### config.mk
export PLATFORM = sky130hd
export DESIGN_NAME = out_skew_sequencer
export DESIGN_NICKNAME = d
export VERILOG_FILES = /design/src/rtl/out_skew_sequencer.sv
export SDC_FILE = /design/constraint.sdc
export NUM_CORES = 1
export LEC_CHECK = 0
export BUFFER_PORTS_ARGS = -buffer_cell sky130_fd_sc_hd__buf_2
export CORE_ASPECT_RATIO = 0.7
export CORE_MARGIN = 1.5
export CORE_UTILIZATION = 40
export DETAILED_ROUTE_END_ITERATION = 12
export PLACE_DENSITY = 0.64
export SYNTH_ARGS = -nofsm -noshare
export SYNTH_HDL_FRONTEND = slang
export SYNTH_SLANG_ARGS = --single-unit
### constraint.sdc
create_clock -name w_clock -period 7.45 [get_ports w_clock]
set_input_delay 1.49 -clock w_clock [delete_from_list [all_inputs] [get_ports w_clock]]
set_output_delay 1.49 -clock w_clock [all_outputs]
set_load 0.05 [all_outputs]
### src/rtl/out_skew_sequencer.sv
// out_skew_sequencer: skewed vector feeder and phase controller for the output-stationary PE array
// Ports:
//   w_clock, w_reset            clock, synchronous active-high reset
//   w_start, w_k_len            tile start pulse (IDLE only) and reduction length
//   w_vec_valid, w_vec_ready    upstream handshake for one input/weight vector pair
//   w_vec_inp, w_vec_wgt        unskewed input (per row) and weight (per column) vectors
//   w_row_inp, w_col_wgt        diagonally skewed lanes to the left/top array edges
//   w_pe_ready, w_pe_rw         array enable (0 clears accumulators) and MAC/hold select
//   w_pe_stream                 PE stream select, tied low
//   w_capture, w_done, w_busy   scratchpad-visible pulse, tile-complete pulse, not-idle flag
module out_skew_sequencer #(
    parameter int ROWS                = 4,
    parameter int COLS                = 4,
    parameter int OUT_PE_INPUT_WIDTH  = 8,
    parameter int OUT_PE_WEIGHT_WIDTH = 8,
    parameter int K_MAX               = 256,
    parameter int KW                  = $clog2(K_MAX + 1)
) (
    input  logic                                w_clock,
    input  logic                                w_reset,
    input  logic                                w_start,
    input  logic [KW-1:0]                       w_k_len,
    input  logic                                w_vec_valid,
    output logic                                w_vec_ready,
    input  logic [ROWS*OUT_PE_INPUT_WIDTH-1:0]  w_vec_inp,
    input  logic [COLS*OUT_PE_WEIGHT_WIDTH-1:0] w_vec_wgt,
    output logic [ROWS*OUT_PE_INPUT_WIDTH-1:0]  w_row_inp,
    output logic [COLS*OUT_PE_WEIGHT_WIDTH-1:0] w_col_wgt,
    output logic                                w_pe_ready,
    output logic                                w_pe_rw,
    output logic                                w_pe_stream,
    output logic                                w_capture,
    output logic                                w_busy,
    output logic                                w_done
);
    localparam int IW = OUT_PE_INPUT_WIDTH;
    localparam int WW = OUT_PE_WEIGHT_WIDTH;
    localparam logic [KW-1:0] K_CAP = KW'(K_MAX);
    // FLUSH counts down from ROWS+COLS to 0 inclusive, giving ROWS+COLS+1 cycles
    localparam logic [KW-1:0] FLUSH_TOP = KW'(ROWS + COLS);

    typedef enum logic [2:0] {IDLE, CLEAR, FEED, FLUSH, DRAIN, DONE} state_t;

    state_t        state, state_n;
    logic [KW-1:0] k_q, k_n, cnt, cnt_n;
    logic          xfer, shift;

    assign xfer        = (state == FEED) && w_vec_valid && w_vec_ready;
    assign shift       = (state_n == FEED) || (state_n == FLUSH);
    assign w_pe_stream = 1'b0;

    // cnt is the accepted-vector count in FEED and the flush down-counter in FLUSH
    always_comb begin
        state_n = state;
        k_n     = k_q;
        cnt_n   = cnt;
        case (state)
            IDLE: if (w_start) begin
                state_n = CLEAR;
                k_n     = (w_k_len > K_CAP) ? K_CAP : w_k_len;
                cnt_n   = '0;
            end
            CLEAR: state_n = (k_q != '0) ? FEED : DRAIN;
            FEED: if (xfer) begin
                state_n = (cnt + 1'b1 == k_q) ? FLUSH : FEED;
                cnt_n   = (cnt + 1'b1 == k_q) ? FLUSH_TOP : cnt + 1'b1;
            end
            FLUSH: begin
                state_n = (cnt == '0) ? DRAIN : FLUSH;
                cnt_n   = (cnt == '0) ? cnt : cnt - 1'b1;
            end
            DRAIN:   state_n = DONE;
            DONE:    state_n = IDLE;
            default: state_n = IDLE;
        endcase
    end

    // Control outputs are registered decodes of the state being entered
    always_ff @(posedge w_clock) begin
        if (w_reset) begin
            state       <= IDLE;
            k_q         <= '0;
            cnt         <= '0;
            w_vec_ready <= 1'b0;
            w_pe_ready  <= 1'b0;
            w_pe_rw     <= 1'b0;
            w_capture   <= 1'b0;
            w_busy      <= 1'b0;
            w_done      <= 1'b0;
        end else begin
            state       <= state_n;
            k_q         <= k_n;
            cnt         <= cnt_n;
            w_vec_ready <= (state_n == FEED) && (cnt_n < k_n);
            w_pe_ready  <= state_n inside {FEED, FLUSH, DRAIN, DONE};
            w_pe_rw     <= state_n inside {FEED, FLUSH};
            w_capture   <= state_n == DRAIN;
            w_busy      <= state_n != IDLE;
            w_done      <= state_n == DONE;
        end
    end

    // Row lane r delays element r by r+1 cycles; bubbles shift in zeros
    for (genvar r = 0; r < ROWS; r++) begin : g_row
        logic [IW-1:0] lane [0:r];
        always_ff @(posedge w_clock) begin
            if (w_reset || !shift) begin
                for (int i = 0; i <= r; i++) lane[i] <= '0;
            end else begin
                lane[0] <= xfer ? w_vec_inp[r*IW +: IW] : '0;
                for (int i = 1; i <= r; i++) lane[i] <= lane[i-1];
            end
        end
        assign w_row_inp[r*IW +: IW] = lane[r];
    end

    for (genvar c = 0; c < COLS; c++) begin : g_col
        logic [WW-1:0] lane [0:c];
        always_ff @(posedge w_clock) begin
            if (w_reset || !shift) begin
                for (int i = 0; i <= c; i++) lane[i] <= '0;
            end else begin
                lane[0] <= xfer ? w_vec_wgt[c*WW +: WW] : '0;
                for (int i = 1; i <= c; i++) lane[i] <= lane[i-1];
            end
        end
        assign w_col_wgt[c*WW +: WW] = lane[c];
    end
endmodule

After elaboration in Yosys (flattened, before gate mapping)
Memory sizes are Yosys's and may differ from the RTL's.
Index checks and enable logic that the tools add are counted.
{"block": "word_totals", "regBits": 27, "ramBits": 160, "input_bits": 77, "wordCells": 109, "mem_count": 8}
{"block": "classes", "add_sub_neg": 2, "magnitude_cmp": 2, "eq_ne": 9, "muxes": 47, "bitwise_logic": 18, "n_reduce_logical": 14}
{"name": "g_col[3].lane", "words": 4, "word_bits": 8, "rd": 4, "rd_ports_with_merged_regs": 0, "write_ports": 4, "line": "118", "text": "logic [WW-1:0] lane [0:c];"}
{"name": "g_row[3].lane", "words": 4, "word_bits": 8, "rd": 4, "rd_ports_with_merged_regs": 0, "write_ports": 4, "line": "105", "text": "logic [IW-1:0] lane [0:r];"}
{"name": "g_col[2].lane", "words": 3, "word_bits": 8, "rd": 3, "rd_ports_with_merged_regs": 0, "write_ports": 3, "line": "118"}
{"name": "g_row[2].lane", "words": 3, "word_bits": 8, "rd": 3, "rd_ports_with_merged_regs": 0, "write_ports": 3, "line": "105"}
{"name": "g_col[1].lane", "words": 2, "word_bits": 8, "rd": 2, "rd_ports_with_merged_regs": 0, "write_ports": 2, "line": "118"}
{"name": "g_row[1].lane", "words": 2, "word_bits": 8, "rd": 2, "rd_ports_with_merged_regs": 0, "write_ports": 2, "line": "105"}
{"name": "+2 memories"}
{"cell": "2-to-1 mux 8 bit", "count": 28}
{"cell": "2-to-1 mux 9 bit", "count": 7}
{"cell": "case mux 9 bit (3 select lines)", "count": 1}
{"cell": "bitwise OR 1 bit", "count": 18}
{"cell": "OR reduction 8 bit", "count": 2}
{"cell": "case mux 3 bit (5 select lines)", "count": 1}
{"cell": "equality test 3 x 2 -> 1 bit, second input constant", "count": 4}
{"cell": "2-to-1 mux 3 bit", "count": 4}
{"cell": "adder 9 x 1 -> 9 bit, second input constant", "count": 1}
{"cell": "equality test 3 bit, second input constant", "count": 3}
{"cell": "equality test 9 bit", "count": 1}
{"cell": "greater-than comparator 9 bit, second input constant", "count": 1}
{"cell": "logical NOT 9 bit", "count": 1}
{"cell": "< comparator 9 bit", "count": 1}
{"cell": "nonzero test 9 bit", "count": 1}
{"cell": "subtractor 9 x 1 -> 9 bit, second input constant", "count": 1}
{"cell": "2-to-1 mux 1 bit", "count": 6}
{"cell": "nonzero test 4 bit", "count": 1}
{"cell": "equality test 3 x 1 -> 1 bit, second input constant", "count": 1}
{"cell": "logical AND 1 bit", "count": 3}
{"cell": "logical NOT 3 bit", "count": 1}
{"cell": "nonzero test 3 bit", "count": 1}
{"cell": "logical OR 1 bit", "count": 2}
{"cell": "nonzero test 2 bit", "count": 1}
{"cell": "logical NOT 1 bit", "count": 1}

Depth between registers and ports, before layout
Gate-level depths: netlist of run 1.
{"block": "depth", "ltp_word": 12, "ltp_mapped": 17}

Worst setup path before layout of run 1
OpenSTA, ideal clock, no wires.
{"block": "synth_timing", "kind": "input to register", "startpoint": "input w_start", "endpoint": "register w_vec_ready", "t_arrival_ns": 3.775, "required_ns": 7.364, "path_slack_ns": 3.589, "stages": 13, "cell_sequence": "or4b_1 > buf_2 > o21ai_0 > o21ai_0 > a21oi_1 > o31ai_1 > ha_1 > a21o_1 > a211oi_1 > o21bai_1 > a21oi_1 > o2bb2ai_1 > a211oi_1"}
{"block": "synth_between", "elab_chain_len": 4, "elab_cells_between_ends": 9, "classes_between": "order compare (1); eq/ne (1); mux (6); reduce/logical (1)"}
{"element": "from (decl)", "line": "21", "text": "input logic w_start,"}
{"element": "2-to-1 mux 9 bit", "line": "58", "text": "IDLE: if (w_start) begin"}
{"element": "case mux 9 bit (3 select lines)", "line": "57", "text": "case (state)"}
{"element": "net cnt_n[2]", "line": "45", "text": "logic [KW-1:0] k_q, k_n, cnt, cnt_n;"}
{"element": "< comparator 9 bit", "line": "94", "text": "w_vec_ready <= (state_n == FEED) && (cnt_n < k_n);"}
{"element": "logical AND 1 bit", "line": "94"}
{"element": "to (signal assigned)", "line": "94"}
{"element": "to (decl)", "line": "24", "text": "output logic w_vec_ready,"}
The timed path passes the listed nets, and every way through them passes these cells.
A chain may end at the register's enable or synchronous reset.

Worst setup path in the final report of run 1
{"block": "layout_timing", "startpoint": "register cnt[0]", "endpoint": "register w_vec_ready"}
{"block": "layout_between", "elab_chain_len": 7, "elab_cells_between_ends": 16, "classes_between": "add/sub (2); order compare (1); eq/ne (2); mux (9); reduce/logical (2)"}
{"element": "from (decl)", "line": "45"}
{"element": "from (signal assigned)", "line": "93", "text": "cnt <= cnt_n;"}
{"element": "adder 9 x 1 -> 9 bit", "line": "66", "text": "cnt_n = (cnt + 1'b1 == k_q) ? FLUSH_TOP : cnt + 1'b1;"}
{"element": "equality test 9 bit", "line": "66"}
{"element": "2-to-1 mux 9 bit", "line": "66"}
{"element": "2-to-1 mux 9 bit", "line": "64", "text": "FEED: if (xfer) begin"}
{"element": "case mux 9 bit (3 select lines) *", "line": "57"}
{"element": "net cnt_n[2]", "line": "45"}
{"element": "< comparator 9 bit *", "line": "94"}
{"element": "logical AND 1 bit *", "line": "94"}
Mark *: on every way through the listed nets, which the timed path passes. The rest lies on a longest branch.

==> results_dict.tcl, run 1 <==
set metrics [dict create \
    status "complete, no violations" \
    crit_arrival_ns 4.71 \
    htree_levels 4 \
    yosys_warnings 0 \
    start_util_pct 40.8 \
    pre_cts_ws_ns 2.87 \
    hold_depth 1 \
    finalNonFillerCells 965 \
    max_cap_viol_count 0 \
    gp_congestion 0.961 \
    tns_ns 0 \
    skew_ns 0.0145 \
    final_cell_mix "dfxtp_1, and2_1, buf_2" \
    overflow 0 \
    grt_start_max_net_pins 94 \
    end_kind "register" \
    pin_count 148 \
    worstPathMaxFanout 19 \
    fmaxAchievable_mhz 229 \
    die_w_um 157 \
    yosys_register_bits 187 \
    cts-root-buf "clkbuf_16" \
    crit_path_start_kind "register" \
    sw_frac_of_total_pct 25.5 \
    drt-initial-drc-count 314 \
    setup_viol 0 \
    crit_required_ns 7.79 \
    relSlewSlack_pct 18.5 \
    holdPathEnd "g_col[3].lane[2][4]" \
    finalHoldViolations 0 \
    slowest_delay_ns 0.91 \
    rr_worst_depth 15 \
    cts_hold_buf 0 \
    clk_pin_slew_ns 0.08 \
    cts.sinks 187 \
    grt_pass1_vias 4285 \
    rrSetupSlack_ns 3.09 \
    io_buffers 146 \
    routedWlPerCell_um 14.3 \
    dp_hpwl_um 9790 \
    synth_nets 720 \
    post_cts_buffers 0 \
    num_rows 39 \
    antenna_found_initial 0 \
    p_int_w 0.00154 \
    finalNetCount 815 \
    diodes 0 \
    drt_wl_total_um 13800 \
    clock_power_share_pct 43.2 \
    fp.dieH_um 111 \
    synthDistinctLibCells 58 \
    fin_crit_sh_pct 58.6 \
    area_growth_pct 17.7 \
    min_from "g_col[3].lane[1][4]" \
    critPathKind "register to register" \
    drc 0 \
    dr.pass1.iters 5 \
    cts_tree "built" \
    syn_avg_cell_area_um2 10.5 \
    worstSkewPairLatency_ns 0.43 \
    seq_power_share_pct 49.5 \
    clock_path_buffers 2 \
    drive_gt1_share_pct 25.4 \
    synth-seq-area-share_pct 56.3 \
    dieArea_um2 17400 \
    track_usage_pct 16.7 \
    syn_area_um2 6650 \
    rsz0062_at_grt "false" \
    ys_async_sr_fraction_pct 0 \
    tightest_slew_ns 1.22 \
    r2r-end "w_vec_ready" \
    power.switching_w 0.000527 \
    cts_resized 0 \
    hp-class "register to register" \
    cp_cell_sequence "inv_1 -> ha_1 -> xor2_1 -> a211o_1 -> nor4_4 -> o221ai_2 -> a2111oi_4 -> o31ai_1 -> ha_1 -> a21o_1 -> a211oi_1 -> o21bai_1 -> a21oi_1 -> o2bb2ai_1 -> a211oi_1" \
    synthFlopType "dfxtp_1" \
    synth_edf_count 0 \
    vias_per_cell 4.76 \
    core_area_um2 16300 \
    dr_total_vias 4589 \
    ant_nets 0 \
    dp.cells 934 \
    n_fill_cell 1523 \
    r2r_start "cnt[0]" \
    p_per_area_nw_per_um2 265 \
    p_leak_nw 3.44 \
    slowest_stage "a2111oi_4" \
    combPwrFrac_pct 7.3 \
    peakVddDrop_mv 0.141 \
    synthCells 633 \
    worst_slack_ns 3.09 \
    final_common_cell "dfxtp_1" \
    drv_slew 0 \
    period_needed_ns 4.36 \
    numCtsBuffers 17 \
    grt_pass1_wl_um 22400 \
]
==> cell type report <==
cell class / count / area, µm² / share of cell area (%)
Tap cell: 225 / 282 / 3.60
Sequential cell: 187 / 3740 / 47.9
Timing Repair Buffer: 147 / 738 / 9.44
Multi-Input combinational cell: 368 / 2430 / 31.1
Clock inverter: 14 / 173 / 2.21
Inverter: 7 / 26.3 / 0.336
Clock buffer: 17 / 425 / 5.44
==> critical path: cells and delay by family, from the launching register on <==
kind            cells  cell delay, ns
flops               1            0.53
fa+ha+maj           2            0.71
compound gates     10            2.51
simple gates        1            0.22
xor+xnor            1            0.18
buf+inv             1            0.13
==> registers in the layout (all words and copies together), names as in the netlist <==
register     cells
w_busy           1
w_vec_ready      1
w_capture        1
g_col.lane      80
w_done           1
cnt              9
w_pe_ready       1
state            3
k_q              9
w_pe_rw          1
g_row.lane      80
==> metal layers <==
metal  vias up  part of all wire [%]  track usage, %
met4         0                   1.1            5.16
met2       197                    41            23.2
li1       2246                     -               -
met5         -                     0               0
met1      2133                    47            22.9
met3        13                    11            7.47
==> Yosys cell counts, types with 2 or more instances <==
cell | instances | area (µm²)
nor3_1 | 8 | 40.0
or2_2 | 2 | 12.5
or3_1 | 4 | 25.0
o21ai_0 | 14 | 70.1
xor2_1 | 6 | 52.6
o31ai_1 | 7 | 52.6
buf_2 | 7 | 35.0
dfxtp_1 | 187 | 3740
buf_4 | 35 | 263
nand4_1 | 3 | 18.8
nor2_1 | 26 | 97.6
a211oi_1 | 3 | 22.5
inv_1 | 7 | 26.3
a22oi_1 | 2 | 15.0
and2_1 | 160 | 1000
nand2_1 | 15 | 56.3
nor4_1 | 2 | 12.5
a21oi_1 | 20 | 100
nand3_1 | 13 | 65.1
mux2i_1 | 3 | 30.0
nor3b_1 | 12 | 90.1
o21ai_1 | 2 | 10.0
a21o_1 | 2 | 15.0
nand2b_1 | 3 | 18.8
o32ai_1 | 5 | 43.8
ha_1 | 10 | 125
xnor2_1 | 10 | 87.6
clkbuf_1 | 22 | 82.6
a31oi_1 | 3 | 18.8
buf_6 | 6 | 67.6
o31a_1 | 5 | 43.8
o22ai_1 | 3 | 18.8
==> power groups by stage <==
stage               combinational (W)  sequential [W]  clock (W)
finish                       0.000152         0.00103   0.000893
floorplan                    0.000101         0.00105          0
global route                 0.000169         0.00103   0.000969
detailed placement           0.000151         0.00105          0
global placement             0.000153         0.00105          0
CTS                          0.000151         0.00102   0.000922
==> worst max path at each step <==
| stage | startpoint | endpoint | slack, ns | cells past startpoint |
|---|---|---|---|---|
| 6_report | cnt[0] | w_vec_ready | 3.09 | 15 |
| 2_1_floorplan | w_start | w_vec_ready | 3.59 | 13 |
| 3_3_place_gp | w_start | w_vec_ready | 2.96 | 13 |
| 3_5_place_dp | w_start | w_vec_ready | 2.87 | 13 |
| 4_1_cts | cnt[0] | w_vec_ready | 3.17 | 15 |
| 5_1_grt | cnt[0] | w_vec_ready | 2.79 | 15 |
==> kinds of logic after synthesis <==
group                    after synthesis  synth area share (%)
flip-flops                           187                  56.3
multiplexers                           4                 0.678
other                                  1                0.0564
AND/OR/NAND/NOR                      255                  22.9
XOR/XNOR                              16                  2.11
buffers and inverters                 78                  7.19
adder cells (fa/ha/maj)               10                  1.88
AO/OA/AOI/OAI                         82                  8.85
==> metrics by stage <==
stage / hold WS [ns] / util [%] / area, µm² / power (W)
2_1_floorplan: 0.406 / - / 6650 / 0.00115
3_3_place_gp: 0.407 / 44.3 / 7220 / 0.00120
3_5_place_dp: 0.410 / 44.3 / 7220 / 0.00120
4_1_cts: 0.423 / 48.0 / 7820 / 0.00210
5_1_grt: 0.437 / 48.0 / 7820 / 0.00216
6_report: 0.419 / 48.0 / 7820 / 0.00207
Power figures use the tool's default switching activity.
==> run 2: changes to the inputs <==
Settings changed: PLACE_DENSITY 0.64 to 0.66.
Clock period 7.45 ns to 3.9 ns, I/O delays scaled along.
==> run 2 against run 1 <==
Against the previous run: via count down 0.78%; worst setup slack got worse by 2.9 ns; first-iteration DRC count grew 4.1%; core utilization up 0.58 points; flip-flop and latch count is the same; largest power group unchanged; register-to-register slack worse by 2.9 ns; die area unchanged; final area rose by 1.2%.
==> results_dict.tcl, run 2 (same netlist as run 1, synthesis figures left out) <==
set metrics [dict create \
    p_leak_nw 3.50 \
    finalNetCount 827 \
    r2r-end "w_vec_ready" \
    dieArea_um2 17400 \
    tightest_slew_ns 0.748 \
    start_util_pct 40.8 \
    hold_ws_ns 0.416 \
    gp_congestion 0.919 \
    max_cap_viol_count 0 \
    met2_usage_pct 22.2 \
    drt-initial-drc-count 327 \
    rsz0062_at_grt "false" \
    die_w_um 157 \
    drt_wl_total_um 14100 \
    stdcell_area_um2 7920 \
    p_per_area_nw_per_um2 502 \
    track_usage_pct 16.6 \
    finalHoldViolations 0 \
    fin_crit_sh_pct 94.1 \
    overflow 0 \
    grt_pass1_vias 4211 \
    relSlewSlack_pct 50.1 \
    fp.dieH_um 111 \
    htree_levels 4 \
    min_from "g_col[2].lane[0][3]" \
    grt_pass1_wl_um 22200 \
    io_buffers 146 \
    peakVddDrop_mv 0.235 \
    core_area_um2 16300 \
    dr_total_vias 4553 \
    crit_path_start_kind "register" \
    period_needed_ns 3.67 \
    largestRegisters "g_col.lane: 80 flops, g_row.lane: 80 flops" \
    busiest_layer "met1" \
    crit_arrival_ns 4.01 \
    pre_cts_ws_ns 0.166 \
    cts-root-buf "clkbuf_16" \
    final_cell_mix "dfxtp_1, and2_1, buf_2" \
    skew_ns 0.0160 \
    place_area_um2 7310 \
    final_common_cell "dfxtp_1" \
    critPathKind "register to register" \
    clk_pin_slew_ns 0.08 \
    dr.pass1.iters 4 \
    clock_path_buffers 2 \
    use_met1_pct 24.3 \
    fmaxAchievable_mhz 272 \
    num_rows 39 \
    end_kind "register" \
    met3_usage_pct 6.02 \
    rrSetupSlack_ns 0.23 \
    hp-class "register to register" \
    antenna_found_initial 0 \
    rr_worst_depth 16 \
    status "complete, no violations" \
    drv_slew 0 \
    holdPathEnd "g_col[2].lane[0][11]" \
    drive_gt1_share_pct 26.7 \
    ant_nets 0 \
    dp_hpwl_um 10300 \
    cts_tree "built" \
    diodes 0 \
    routedWlPerCell_um 14.4 \
    grt_start_max_net_pins 99 \
    worstPathMaxFanout 5 \
    area_growth_pct 19.1 \
    pin_count 148 \
    r2r_start "cnt[0]" \
    setup_viol 0 \
    finalCoreUtilization_pct 48.6 \
    vias_per_cell 4.66 \
    crit_required_ns 4.24 \
    worst_slack_ns 0.229 \
    hold_depth 1 \
    tns_ns 0 \
    drc 0 \
    cts.sinks 187 \
    worstSkewPairLatency_ns 0.42 \
    numCtsBuffers 17 \
]
## run 2: area by class of cell
class                           instances  area (µm²)
Clock buffer                           18         429
Inverter                                7        26.3
Multi-Input combinational cell        368        2430
Sequential cell                       187        3740
Timing Repair Buffer                  159         828
Fill cell                            1541        8380
Tap cell                              225         282
Clock inverter                         14         171
## run 2: what timing repair did
item | 4_1_cts | 5_1_grt
endpoints found under the hold margin | 0 | 0
endpoints found under the setup margin | 0 | 1
hold buffers | 0 | 0
setup buffers | 0 | 1
resized for setup | 0 | 1
## run 2: power breakdown
part	internal [W]	total [W]	switching, W
sequential	0.00193	0.00196	0.0000288
combinational	0.000112	0.000301	0.000189
clock	0.000921	0.00172	0.000798
total	0.00296	0.00398	0.00102
## run 2: critical path: stages, from the launching register on
cell	delay (ns)
dfxtp_2	0.40
inv_1	0.09
ha_1	0.36
xor2_1	0.21
a211o_1	0.32
nor4_4	0.22
o221ai_2	0.14
a2111oi_4	0.28
buf_4	0.21
o31ai_1	0.10
ha_1	0.31
a21o_1	0.16
a211oi_1	0.24
o21bai_1	0.11
a21oi_1	0.16
o2bb2ai_1	0.09
a211oi_1	0.20
## run 2: how the worst max path moves through the flow
stage          startpoint  slack (ns)          end
3_3_place_gp       cnt[0]        0.22  w_vec_ready
3_5_place_dp       cnt[0]        0.17  w_vec_ready
6_report           cnt[0]        0.23  w_vec_ready
5_1_grt            cnt[0]        0.07  w_vec_ready
2_1_floorplan      cnt[0]        0.37  w_vec_ready
4_1_cts            cnt[0]        0.14  w_vec_ready
## run 2: stage by stage
stage | power (W) | instances
global placement | 0.00230 | 945
detailed placement | 0.00230 | 945
CTS | 0.00402 | 977
global route | 0.00413 | 978
finish | 0.00398 | 978
floorplan | 0.00220 | 633
## run 2: layer usage
metal / wire [µm] / vias up
li1: - / 2273
met3: 1340 / 11
met2: 5500 / 178
met1: 7130 / 2091
met4: 144 / 0
met5: 0 / -
